--- src/rtl/cpu_pkg.sv ---
// rtl/cpu_pkg.sv - shared types and constants for the 8-bit CPU fetch/decode path
package cpu_pkg;

  typedef enum logic [1:0] {
    S_BOOT = 2'd0,
    S_RUN  = 2'd1,
    S_HOLD = 2'd2,
    S_HALT = 2'd3
  } ps_state_t;

  localparam int PC_RESET   = 0;
  localparam int PAGE_W_DEF = 4;

  // Instruction fields: opcode in the high nibble, operand/jump target in the low nibble
  localparam int OPC_W      = 4;
  localparam int OPC_LSB    = 4;
  localparam int NIBBLE_LSB = 0;
  localparam logic [OPC_W-1:0] OP_JMP    = 4'hE;
  localparam logic [OPC_W-1:0] OP_JMP_NZ = 4'hF;

  function automatic logic jump_taken(input logic jmp, input logic jmp_nz, input logic z_flag);
    return jmp | (jmp_nz & ~z_flag);
  endfunction

endpackage

--- src/rtl/sat_counter.sv ---
// rtl/sat_counter.sv - up counter with enable that sticks at all-ones
module sat_counter #(
  parameter int CNT_W = 16
) (
  input  logic             clk,
  input  logic             rst,
  input  logic             enable,
  output logic [CNT_W-1:0] count
);

  always_ff @(posedge clk or posedge rst) begin
    if (rst) begin
      count <= '0;
    end else if (enable && (count != {CNT_W{1'b1}})) begin
      count <= count + CNT_W'(1);
    end
  end

endmodule

--- src/rtl/program_sequencer.sv ---
// rtl/program_sequencer.sv - fetch address generation, stall, halt detect and retire count
module program_sequencer
  import cpu_pkg::*;
#(
  parameter int PC_W   = 8,
  parameter int PAGE_W = PAGE_W_DEF,
  parameter int CNT_W  = 16
) (
  input  logic              clk,
  input  logic              reset,
  input  logic              jmp,
  input  logic              jmp_nz,
  input  logic [PAGE_W-1:0] ir_nibble,
  input  logic              z_flag,
  input  logic              hold,
  output logic [PC_W-1:0]   pm_addr,
  output logic [PC_W-1:0]   pc,
  output logic              halted,
  output logic [CNT_W-1:0]  instr_count,
  output logic [7:0]        from_PS
);

  ps_state_t        state;
  logic [PC_W-1:0]  target;
  logic             taken;
  logic             advance;
  logic             self_halt;

  assign target    = {pc[PC_W-1:PAGE_W], ir_nibble};
  assign taken     = jump_taken(jmp, jmp_nz, z_flag);
  // Only an unconditional self-jump halts; jmp_nz loops are waits on the ALU
  assign self_halt = jmp && (target == pc);

  always_comb begin
    pm_addr = pc;
    advance = 1'b0;
    if (reset) begin
      pm_addr = PC_W'(PC_RESET);
    end else begin
      case (state)
        S_BOOT: pm_addr = PC_W'(PC_RESET);
        S_RUN, S_HOLD: begin
          if (!hold) begin
            advance = 1'b1;
            pm_addr = taken ? target : pc + PC_W'(1);
          end
        end
        default: pm_addr = pc;
      endcase
    end
  end

  always_ff @(posedge clk or posedge reset) begin
    if (reset) begin
      state  <= S_BOOT;
      pc     <= PC_W'(PC_RESET);
      halted <= 1'b0;
    end else begin
      case (state)
        S_BOOT: begin
          pc    <= PC_W'(PC_RESET);
          state <= S_RUN;
        end
        S_RUN, S_HOLD: begin
          if (hold) begin
            state <= S_HOLD;
          end else begin
            pc <= pm_addr;
            if (self_halt) begin
              state  <= S_HALT;
              halted <= 1'b1;
            end else begin
              state <= S_RUN;
            end
          end
        end
        default: begin
          state  <= S_HALT;
          halted <= 1'b1;
        end
      endcase
    end
  end

  sat_counter #(
    .CNT_W(CNT_W)
  ) u_instr_count (
    .clk   (clk),
    .rst   (reset),
    .enable(advance),
    .count (instr_count)
  );

  generate
    if (PC_W >= 8) begin : g_tap_trunc
      assign from_PS = pc[7:0];
    end else begin : g_tap_ext
      assign from_PS = {{(8 - PC_W){1'b0}}, pc};
    end
  endgenerate

endmodule

--- config.mk ---
export PLATFORM = sky130hd
export DESIGN_NAME = program_sequencer
export DESIGN_NICKNAME = d
export VERILOG_FILES = /design/src/rtl/cpu_pkg.sv /design/src/rtl/sat_counter.sv /design/src/rtl/program_sequencer.sv
export SDC_FILE = /design/constraint.sdc
export NUM_CORES = 1
export LEC_CHECK = 0
export CAP_MARGIN = 0
export CORE_UTILIZATION = 50
export DETAILED_ROUTE_END_ITERATION = 7
export DONT_BUFFER_PORTS = 1
export GPL_TIMING_DRIVEN = 0
export PLACE_DENSITY = 0.62
export SLEW_MARGIN = 0
export SYNTH_ARGS = -nofsm -noshare
export SYNTH_HDL_FRONTEND = slang
export SYNTH_SLANG_ARGS = --single-unit
--- constraint.sdc ---
create_clock -name clk -period 2.3 [get_ports clk]
set_input_delay 0.46 -clock clk [delete_from_list [all_inputs] [get_ports clk]]
set_output_delay 0.46 -clock clk [all_outputs]
set_load 0.1 [all_outputs]
==> results of run 1 <==
[path summary, 6_finish.rpt]
kind | from | endpoint | slack [ns] | depth (start not counted)
setup / recovery | from_PS[0] | pm_addr[7] | -0.55 | 5
hold / removal | reset | halted | 0.12 | 1
setup reg to reg | u_instr_count.count[7] | u_instr_count.count[1] | 0.13 | 4
hold reg to reg | state[0] | state[0] | 0.79 | 4
max in group asynchronous | reset | from_PS[4] | 1.78 | 1
min in group clk | reset | u_instr_count.count[0] | 0.40 | 3
[area by class of cell]
type | instances | area [sq um]
clock buffers | 3 | 41.29
plain buffers | 17 | 145.1
clock inverters | 1 | 5.005
inverters | 11 | 47.55
multi-input cells | 149 | 1279
flip-flops and latches | 27 | 719.4
repair buffers | 20 | 176.4
fillers | 285 | 1187
well taps | 48 | 60.06
[power by group]
group	switching [W]	internal, W	total, W
logic	0.000966	0.000634	0.00160
registers	0.000637	0.000576	0.00121
clock network	0.000159	0.000122	0.000281
[sequential cells by signal, indices dropped and copies added, names as in the netlist]
signal,flops
from_PS,8
u_instr_count.count,16
state,2
halted,1
[cells in the mapped netlist (2+ instances only)]
cell	instances	area, sq um
inv_1	11	41.29
and4_1	4	35.03
o2111ai_1	2	17.52
a21boi_0	5	37.54
a21oi_1	10	50.05
o211ai_1	8	60.06
o21ai_0	15	75.07
buf_2	5	25.02
dfrtp_1	27	675.7
nand3_1	8	40.04
or3_1	3	18.77
o31ai_1	2	15.01
xnor2_1	9	78.83
nand2b_1	3	18.77
nand2_1	10	37.54
nor4_2	3	37.54
nor3_1	3	15.01
clkbuf_1	4	15.01
o31a_1	2	17.52
buf_4	8	60.06
a41oi_1	2	17.52
mux2_2	3	33.78
and3_1	6	37.54
a31oi_1	5	31.28
nor2_1	7	26.28
xor2_1	7	61.31
nand4_1	6	37.54
ha_1	4	50.05
a21o_1	3	22.52
[through the flow]
step	power, W	utilization (%)	cell area (sq um)	hold WS (ns)
finish	0.003093	67.57	2474	0.1188
global route	0.003220	67.57	2474	0.1595
CTS	0.002937	65.62	2402	0.1374
detailed placement	0.002358	57.42	2102	0.4483
global placement	0.002328	57.42	2102	0.4370
floorplan	0.002166	-	2042	0.3604
[what timing repair did]
action,in CTS,in global routing
pin swaps,15,15
buffers inserted,15,5
setup endpoints to repair,18,9
resized for setup,40,16
[cells by family (layout without fill, tap and decap cells)]
logic type | Yosys count | after routing | synth area share (%)
DFF | 27 | 27 | 35.64
AOI/OAI and AO/OA | 62 | 62 | 21.78
muxes | 3 | 3 | 1.782
buffers and inverters | 29 | 52 | 8.052
adders and majority gates | 4 | 4 | 2.640
and+or+nand+nor | 64 | 64 | 22.71
xor gates and xnor gates | 16 | 16 | 7.393
[per-layer routing]
metal | share of wire, % | vias to the layer above | GRT usage [%]
li1 | - | 804 | -
met1 | 39 | 869 | 30.19
met2 | 51 | 98 | 46.41
met3 | 7.4 | 13 | 5.254
met4 | 3.0 | 0 | 12.22
met5 | 0 | - | 0
==> results.py, run 1 <==
metrics = {
    "placed_design": {
        "dp_hpwl_microns": 3396,
        "dpl.cell_count": 253,
        "place.gp.congestion": 0.8005,
        "port_buffers": 0,
        "dp_slack_ns": -0.4172,
    },
    "layout": {
        "n_antenna_cell": 0,
        "most-common-layout-cells": "22 x buf_4, 17 x dfrtp_2, 11 x o21ai_0",
        "drive_gt1_share_pct": 46.05,
        "nets": 243,
        "finalNonFillerCells": 276,
        "layout_commonest_cell": "buf_4",
        "syn_to_final_growth_pct": 30.49,
    },
    "floorplanning": {
        "start_util_pct": 51.78,
        "core_sq_mm": 0.003661,
        "die_area_sq_mm": 0.004041,
        "die_w_microns": 63.57,
        "die_h_microns": 63.57,
        "ioPinCount": 51,
        "row_count": 22,
    },
    "detailed_routing": {
        "drtIter0Drc": 175,
        "vias_per_cell": 6.464,
        "route.detailed.drc": 0,
        "vias": 1784,
        "post_drt_wl_per_cell_microns": 18.32,
        "wirelength_microns": 5055,
        "dr.pass1.iters": 4,
        "final_antenna_net_count": 0,
    },
    "timing": {
        "setup_viol": 8,
        "rsz0062_at_grt": "yes",
        "slew_headroom_pct": 33.15,
        "final-hold-violation-count": 0,
        "fmax_mhz": 350.7,
        "tightest_slew_ns": 1.003,
        "finalCriticalPeriod_ns": 2.851,
        "finClkSkew_ns": 0.003018,
        "slew_violations": 0,
        "fin_ws_ns": -0.5512,
        "fin_tns_setup_ns": -3.484,
        "finalCritPeriodShare_pct": 124.0,
    },
    "setup_path": {
        "end_kind": "primary output",
        "crit_slowest_cell": "dfrtp_4",
        "crit_family": "simple AND/OR/NAND/NOR gates",
        "worstPathArrival_ns": 2.39,
        "cp_max_fo": 4,
        "crit_type": "register to primary output",
        "crit_path_max_incr_delay_ns": 0.66,
        "start_kind": "register",
        "cp_num_buf_inv": 1,
        "cp.required_ns": 1.84,
        "cp_cell_sequence": "buf_6 -> and3_4 -> nand3_2 -> or3_4 -> a21oi_4",
    },
    "logic_synthesis": {
        "ys.flop_type": "dfrtp_1",
        "synth-edff-count": 0,
        "ys_ff_latch": 27,
        "avgSynthCellArea_sq_um": 9.247,
        "synth_async_sr_flop_share_pct": 100.0,
        "synth_area_sq_mm": 0.001896,
        "synth.distinct_cells": 49,
        "synth_cells": 205,
        "synth_nets": 219,
        "ys.warnings.count": 0,
        "ys_seq_area_share_pct": 35.64,
    },
    "clocking": {
        "cts_buffers": 3,
        "ctsHoldBuffers": 0,
        "h-tree-depth": 1,
        "clk_latency_ns": 0.28,
        "cts_max_path_buffers": 2,
        "root_buffer": "clkbuf_8",
        "clk_pin_slew_worst_paths_ns": 0.10,
        "cts_sinks": 27,
        "cts_tree": "done",
    },
    "global_route": {
        "grt_use_total_pct": 26.33,
        "grt_first_pass_wirelength_microns": 8438,
        "grt_overflow": 0,
        "grt_max_degree": 29,
        "grt_pass1_vias": 1839,
        "antenna_found_initial": 0,
    },
    "flow_run": {
        "maxCapViolations": 0,
    },
    "run_status": {
        "status": "finished with violations",
        "violations": "setup timing",
    },
    "pwr": {
        "p_leak_nw": 0.9001,
        "ir_drop_mv": 0.8125,
        "power.density_mw_per_mm2": 1250,
    },
    "min_path": {
        "hold_path.class": "input pin to asynchronous set/reset pin",
    },
}
(Power assumes the default switching activity.)
==> run 2, diff against run 1 <==
--- a/config.mk
+++ b/config.mk
@@ -5,13 +5,15 @@
 export SDC_FILE = /design/constraint.sdc
 export NUM_CORES = 1
 export LEC_CHECK = 0
+export ABC_CLOCK_PERIOD_IN_PS = 2300
 export CAP_MARGIN = 0
 export CORE_UTILIZATION = 50
 export DETAILED_ROUTE_END_ITERATION = 7
 export DONT_BUFFER_PORTS = 1
 export GPL_TIMING_DRIVEN = 0
+export MAX_ROUTING_LAYER = met4
 export PLACE_DENSITY = 0.62
-export SLEW_MARGIN = 0
+export SLEW_MARGIN = 10
 export SYNTH_ARGS = -nofsm -noshare
 export SYNTH_HDL_FRONTEND = slang
 export SYNTH_SLANG_ARGS = --single-unit
==> results.py, run 2 (synthesis results as in run 1) <==
metrics = {
    "layout": {
        "ff_latch_area_sq_um": 719.4,
        "nFillCells": 285,
        "nets": 243,
        "syn_to_final_growth_pct": 30.49,
        "most-common-layout-cells": "22 x buf_4, 17 x dfrtp_2, 11 x o21ai_0",
        "drive_gt1_share_pct": 46.05,
        "largest-register": "u_instr_count.count",
        "multi_input_comb_area_sq_mm": 0.001279,
        "largest_reg_flops": 16,
        "layout_commonest_cell": "buf_4",
        "n_antenna_cell": 0,
        "final_util_pct": 67.57,
    },
    "run_status": {
        "status": "finished with violations",
        "violations": "setup timing",
    },
    "setup_path": {
        "rrSetupSlack_ns": 0.13,
        "start_kind": "register",
        "cp_num_buf_inv": 0,
        "cp_cell_sequence": "ha_4 -> nand4_1 -> or3_4 -> a21oi_4",
        "cp.required_ns": 1.84,
        "end_kind": "primary output",
        "worstPathArrival_ns": 2.39,
        "crit_family": "flip-flops",
        "crit_path_max_incr_delay_ns": 0.68,
        "cp_max_fo": 7,
        "crit_slowest_cell": "dfrtp_4",
        "crit_type": "register to primary output",
    },
    "clocking": {
        "cts_max_path_buffers": 2,
        "cts_tree": "done",
        "cts_buffers": 3,
        "clk_pin_slew_worst_paths_ns": 0.10,
        "cts_sinks": 27,
        "h-tree-depth": 1,
        "root_buffer": "clkbuf_8",
        "clk_latency_ns": 0.28,
    },
    "min_path": {
        "hold_path.class": "input pin to asynchronous set/reset pin",
    },
    "detailed_routing": {
        "route.detailed.drc": 0,
        "final_antenna_net_count": 0,
        "vias_per_cell": 6.471,
        "vias": 1786,
        "post_drt_wl_per_cell_microns": 18.38,
        "drtIter0Drc": 201,
        "wirelength_microns": 5072,
        "dr.pass1.iters": 4,
    },
    "global_route": {
        "grt_overflow": 0,
        "grt_use_total_pct": 27.08,
        "grt_pass1_vias": 1834,
        "grt_max_degree": 29,
        "antenna_found_initial": 0,
        "grt_first_pass_wirelength_microns": 8438,
    },
    "timing": {
        "final-hold-violation-count": 0,
        "finalCriticalPeriod_ns": 2.852,
        "tightest_slew_ns": 1.003,
        "fin_ws_ns": -0.5524,
        "setup_viol": 8,
        "finClkSkew_ns": 0.001803,
        "finalCritPeriodShare_pct": 124.0,
        "slew_violations": 0,
        "rsz0062_at_grt": "yes",
        "slew_headroom_pct": 33.13,
        "fmax_mhz": 350.6,
    },
    "placed_design": {
        "port_buffers": 0,
        "place.gp.congestion": 0.8120,
        "dp_hpwl_microns": 3396,
    },
    "pwr": {
        "comb_power_share_pct": 51.8,
        "p_leak_nw": 0.9001,
        "ir_drop_mv": 0.8122,
        "p_switching_w": 0.001764,
        "seqPwrFrac_pct": 39.2,
        "p_clk_share_pct": 9.0,
        "power.total_w": 0.003097,
        "power.density_mw_per_mm2": 1252,
        "swShare_pct": 56.95,
        "p_int_w": 0.001333,
    },
    "floorplanning": {
        "die_area_sq_mm": 0.004041,
        "die_w_microns": 63.57,
        "row_count": 22,
        "die_h_microns": 63.57,
        "core_sq_mm": 0.003661,
        "ioPinCount": 51,
        "start_util_pct": 51.78,
    },
    "flow_run": {
        "maxCapViolations": 0,
    },
}
## run 2: cell counts in the layout (fill, tap and decap cells not counted)
Identical to the previous run, type by type.
## run 2: final cells by class
class / count / share of cell area [%]
buffer: 17 / 5.867
timing repair buffer: 20 / 7.132
multi-input combinational: 149 / 51.69
sequential: 27 / 29.08
clock buffer: 3 / 1.669
tap: 48 / 2.428
inverter: 11 / 1.922
clock inverter: 1 / 0.2023
## run 2: power groups by stage
stage	Combinational (W)	Clock, W	Sequential (W)
after floorplan	0.000996	0	0.00117
after global placement	0.00113	0	0.00119
after detailed placement	0.00116	0	0.00120
after CTS	0.00144	0.000289	0.00120
after global routing	0.00169	0.000306	0.00123
final	0.00160	0.000280	0.00121
## run 2: final timing paths
kind,start,end,cells past startpoint
setup / recovery,from_PS[1],pm_addr[4],4
hold / removal,reset,halted,1
setup reg to reg,u_instr_count.count[7],u_instr_count.count[1],4
hold reg to reg,state[0],state[0],4
max in group asynchronous,reset,from_PS[4],1
min in group clk,reset,u_instr_count.count[0],3
## run 2: what timing repair did
action | CTS | global route
pin swaps | 15 | 15
resized for setup | 40 | 16
hold buffers | 0 | 0
setup buffers | 15 | 5
endpoints found under the setup margin | 18 | 9
## run 2: routing by layer
layer  GRT usage [%]  vias up  wire [microns]
li1                -      803               -
met1           30.19      871            1983
met2           46.41       99            2544
met3           5.254       13             391
met4           12.22        0             152
met5               -        -               0
## run 2: metrics by stage
stage / setup TNS (ns) / worst slack, ns / cells / hold slack, ns / area, sq um
5_1_grt: -3.937 / -0.6104 / 276 / 0.1595 / 2474
4_1_cts: -3.692 / -0.5907 / 272 / 0.1374 / 2402
3_3_place_gp: -2.260 / -0.3774 / 253 / 0.4370 / 2102
6_report: -3.495 / -0.5524 / 276 / 0.1200 / 2474
3_5_place_dp: -2.770 / -0.4172 / 253 / 0.4483 / 2102
2_1_floorplan: -0.8399 / -0.2338 / 205 / 0.3604 / 2042
==> run 3, diff against run 2 <==
--- a/config.mk
+++ b/config.mk
@@ -6,13 +6,13 @@
 export NUM_CORES = 1
 export LEC_CHECK = 0
 export ABC_CLOCK_PERIOD_IN_PS = 2300
-export CAP_MARGIN = 0
-export CORE_UTILIZATION = 50
+export CAP_MARGIN = 20
+export CORE_UTILIZATION = 30
 export DETAILED_ROUTE_END_ITERATION = 7
 export DONT_BUFFER_PORTS = 1
 export GPL_TIMING_DRIVEN = 0
 export MAX_ROUTING_LAYER = met4
-export PLACE_DENSITY = 0.62
+export PLACE_DENSITY = 0.41
 export SLEW_MARGIN = 10
 export SYNTH_ARGS = -nofsm -noshare
 export SYNTH_HDL_FRONTEND = slang
==> results.py, run 3 (synthesis results as in run 1) <==
metrics = {
    "setup_path": {
        "worstPathArrival_ns": 2.37,
        "cp_cell_sequence": "ha_4 -> nand4_1 -> or3_4 -> a21oi_4",
        "crit_type": "register to primary output",
        "cp.required_ns": 1.84,
        "start_kind": "register",
        "cp_max_fo": 7,
        "crit_path_max_incr_delay_ns": 0.68,
        "crit_slowest_cell": "dfrtp_4",
        "end_kind": "primary output",
    },
    "flow_run": {
        "maxCapViolations": 0,
    },
    "detailed_routing": {
        "route.detailed.drc": 0,
        "vias": 1715,
        "vias_per_cell": 5.605,
        "dr.pass1.iters": 4,
        "post_drt_wl_per_cell_microns": 18.34,
        "final_antenna_net_count": 0,
        "drtIter0Drc": 90,
        "wirelength_microns": 5611,
    },
    "clocking": {
        "cts_max_path_buffers": 2,
        "cts_sinks": 27,
        "h-tree-depth": 1,
        "clk_pin_slew_worst_paths_ns": 0.10,
        "root_buffer": "clkbuf_8",
        "ctsHoldBuffers": 0,
        "cts_buffers": 3,
        "clk_latency_ns": 0.28,
        "cts_tree": "done",
    },
    "layout": {
        "drive_gt1_share_pct": 48.05,
        "largest_reg_flops": 16,
        "nFillCells": 586,
        "most-common-layout-cells": "25 x buf_4, 13 x dfrtp_2, 12 x o21ai_0",
        "n_antenna_cell": 0,
        "nets": 246,
        "largest-register": "u_instr_count.count",
        "layout_commonest_cell": "buf_4",
        "final_util_pct": 42.79,
        "syn_to_final_growth_pct": 35.25,
    },
    "floorplanning": {
        "die_h_microns": 81.49,
        "ioPinCount": 51,
        "start_util_pct": 31.64,
        "die_w_microns": 81.49,
        "die_area_sq_mm": 0.006641,
        "row_count": 28,
        "core_sq_mm": 0.005991,
    },
    "timing": {
        "fin_ws_ns": -0.5321,
        "finalCriticalPeriod_ns": 2.832,
        "fmax_mhz": 353.1,
        "finClkSkew_ns": 0.002156,
        "finalCritPeriodShare_pct": 123.1,
        "final-hold-violation-count": 0,
        "slew_headroom_pct": 40.13,
        "setup_viol": 8,
        "rsz0062_at_grt": "yes",
        "tightest_slew_ns": 0.8981,
        "slew_violations": 0,
    },
    "global_route": {
        "grt_use_total_pct": 17.97,
        "grt_max_degree": 29,
        "antenna_found_initial": 0,
        "grt_overflow": 0,
        "grt_pass1_vias": 1701,
        "grt_first_pass_wirelength_microns": 8845,
    },
    "placed_design": {
        "dp_slack_ns": -0.4296,
        "port_buffers": 0,
        "place.gp.congestion": 0.7642,
        "dp_hpwl_microns": 3823,
    },
    "run_status": {
        "violations": "setup timing",
        "status": "finished with violations",
    },
    "pwr": {
        "power.density_mw_per_mm2": 1221,
        "comb_power_share_pct": 52.1,
        "seqPwrFrac_pct": 38.8,
        "p_leak_nw": 0.9090,
        "ir_drop_mv": 0.6934,
        "p_clk_share_pct": 9.1,
        "swShare_pct": 56.58,
        "p_switching_w": 0.001772,
        "p_int_w": 0.001360,
    },
    "min_path": {
        "hold_path.class": "input pin to asynchronous set/reset pin",
    },
}
## run 3: changes by cell type in the layout (fill, tap and decap cells not counted), sizes merged
cell	before	now
clkbuf	5	4
buf	35	39
## run 3: power by group through the flow
stage | Combinational (W) | Sequential, W | Clock [W]
floorplan | 0.000996 | 0.00117 | 0
detailed placement | 0.00118 | 0.00120 | 0
CTS | 0.00147 | 0.00122 | 0.000308
global placement | 0.00117 | 0.00120 | 0
finish | 0.00163 | 0.00121 | 0.000286
global route | 0.00173 | 0.00123 | 0.000325
## run 3: final cells by class
cell class / count / area (sq um) / area share (%)
Buffer: 17 / 146.4 / 5.710
Clock buffer: 3 / 41.29 / 1.611
Clock inverter: 1 / 5.005 / 0.1952
Inverter: 11 / 45.04 / 1.757
Multi-Input combinational cell: 149 / 1300 / 50.71
Sequential cell: 27 / 733.2 / 28.60
Tap cell: 75 / 93.84 / 3.660
Timing Repair Buffer: 23 / 198.9 / 7.760
## run 3: final timing paths
path                            cells past startpoint  slack (ns)                      to                    start
max in group asynchronous                           1        1.75  u_instr_count.count[8]                    reset
worst min-delay path                                1        0.13                  halted                    reset
worst min register to register                      1        0.79  u_instr_count.count[7]   u_instr_count.count[7]
worst max-delay path                                4       -0.53              pm_addr[4]               from_PS[1]
worst max register to register                      4        0.13  u_instr_count.count[1]  u_instr_count.count[11]
min in group clk                                    3        0.40  u_instr_count.count[0]                    reset
## run 3: critical path: cells and delay by family, from the launching register on
family	cells	cell delay, ns
fa+ha+maj	1	0.20
compound gates	1	0.58
simple gates	2	0.62
flops	1	0.68
## run 3: metrics by stage
step | instances | hold slack [ns] | TNS [ns] | total power (W) | area, sq um
floorplan | 205 | 0.3604 | -0.8399 | 0.002166 | 2042
global placement | 280 | 0.4600 | -3.043 | 0.002377 | 2136
detailed placement | 280 | 0.4719 | -3.241 | 0.002384 | 2136
CTS | 298 | 0.1476 | -3.617 | 0.002997 | 2432
global route | 306 | 0.1683 | -4.005 | 0.003284 | 2564
finish | 306 | 0.1284 | -3.443 | 0.003131 | 2564
## run 3: timing repair
action                     CTS  global route
buffers inserted            14            10
pin swaps                   20            18
setup endpoints to repair   18             9
gates resized for setup     42            22
## run 3: metal layers
metal	GRT usage, %	up-vias	part of all wire, %
met4	5.000	0	1.1
li1	-	812	-
met5	-	-	0
met3	3.778	6	5.8
met2	31.00	52	51
met1	21.01	845	42
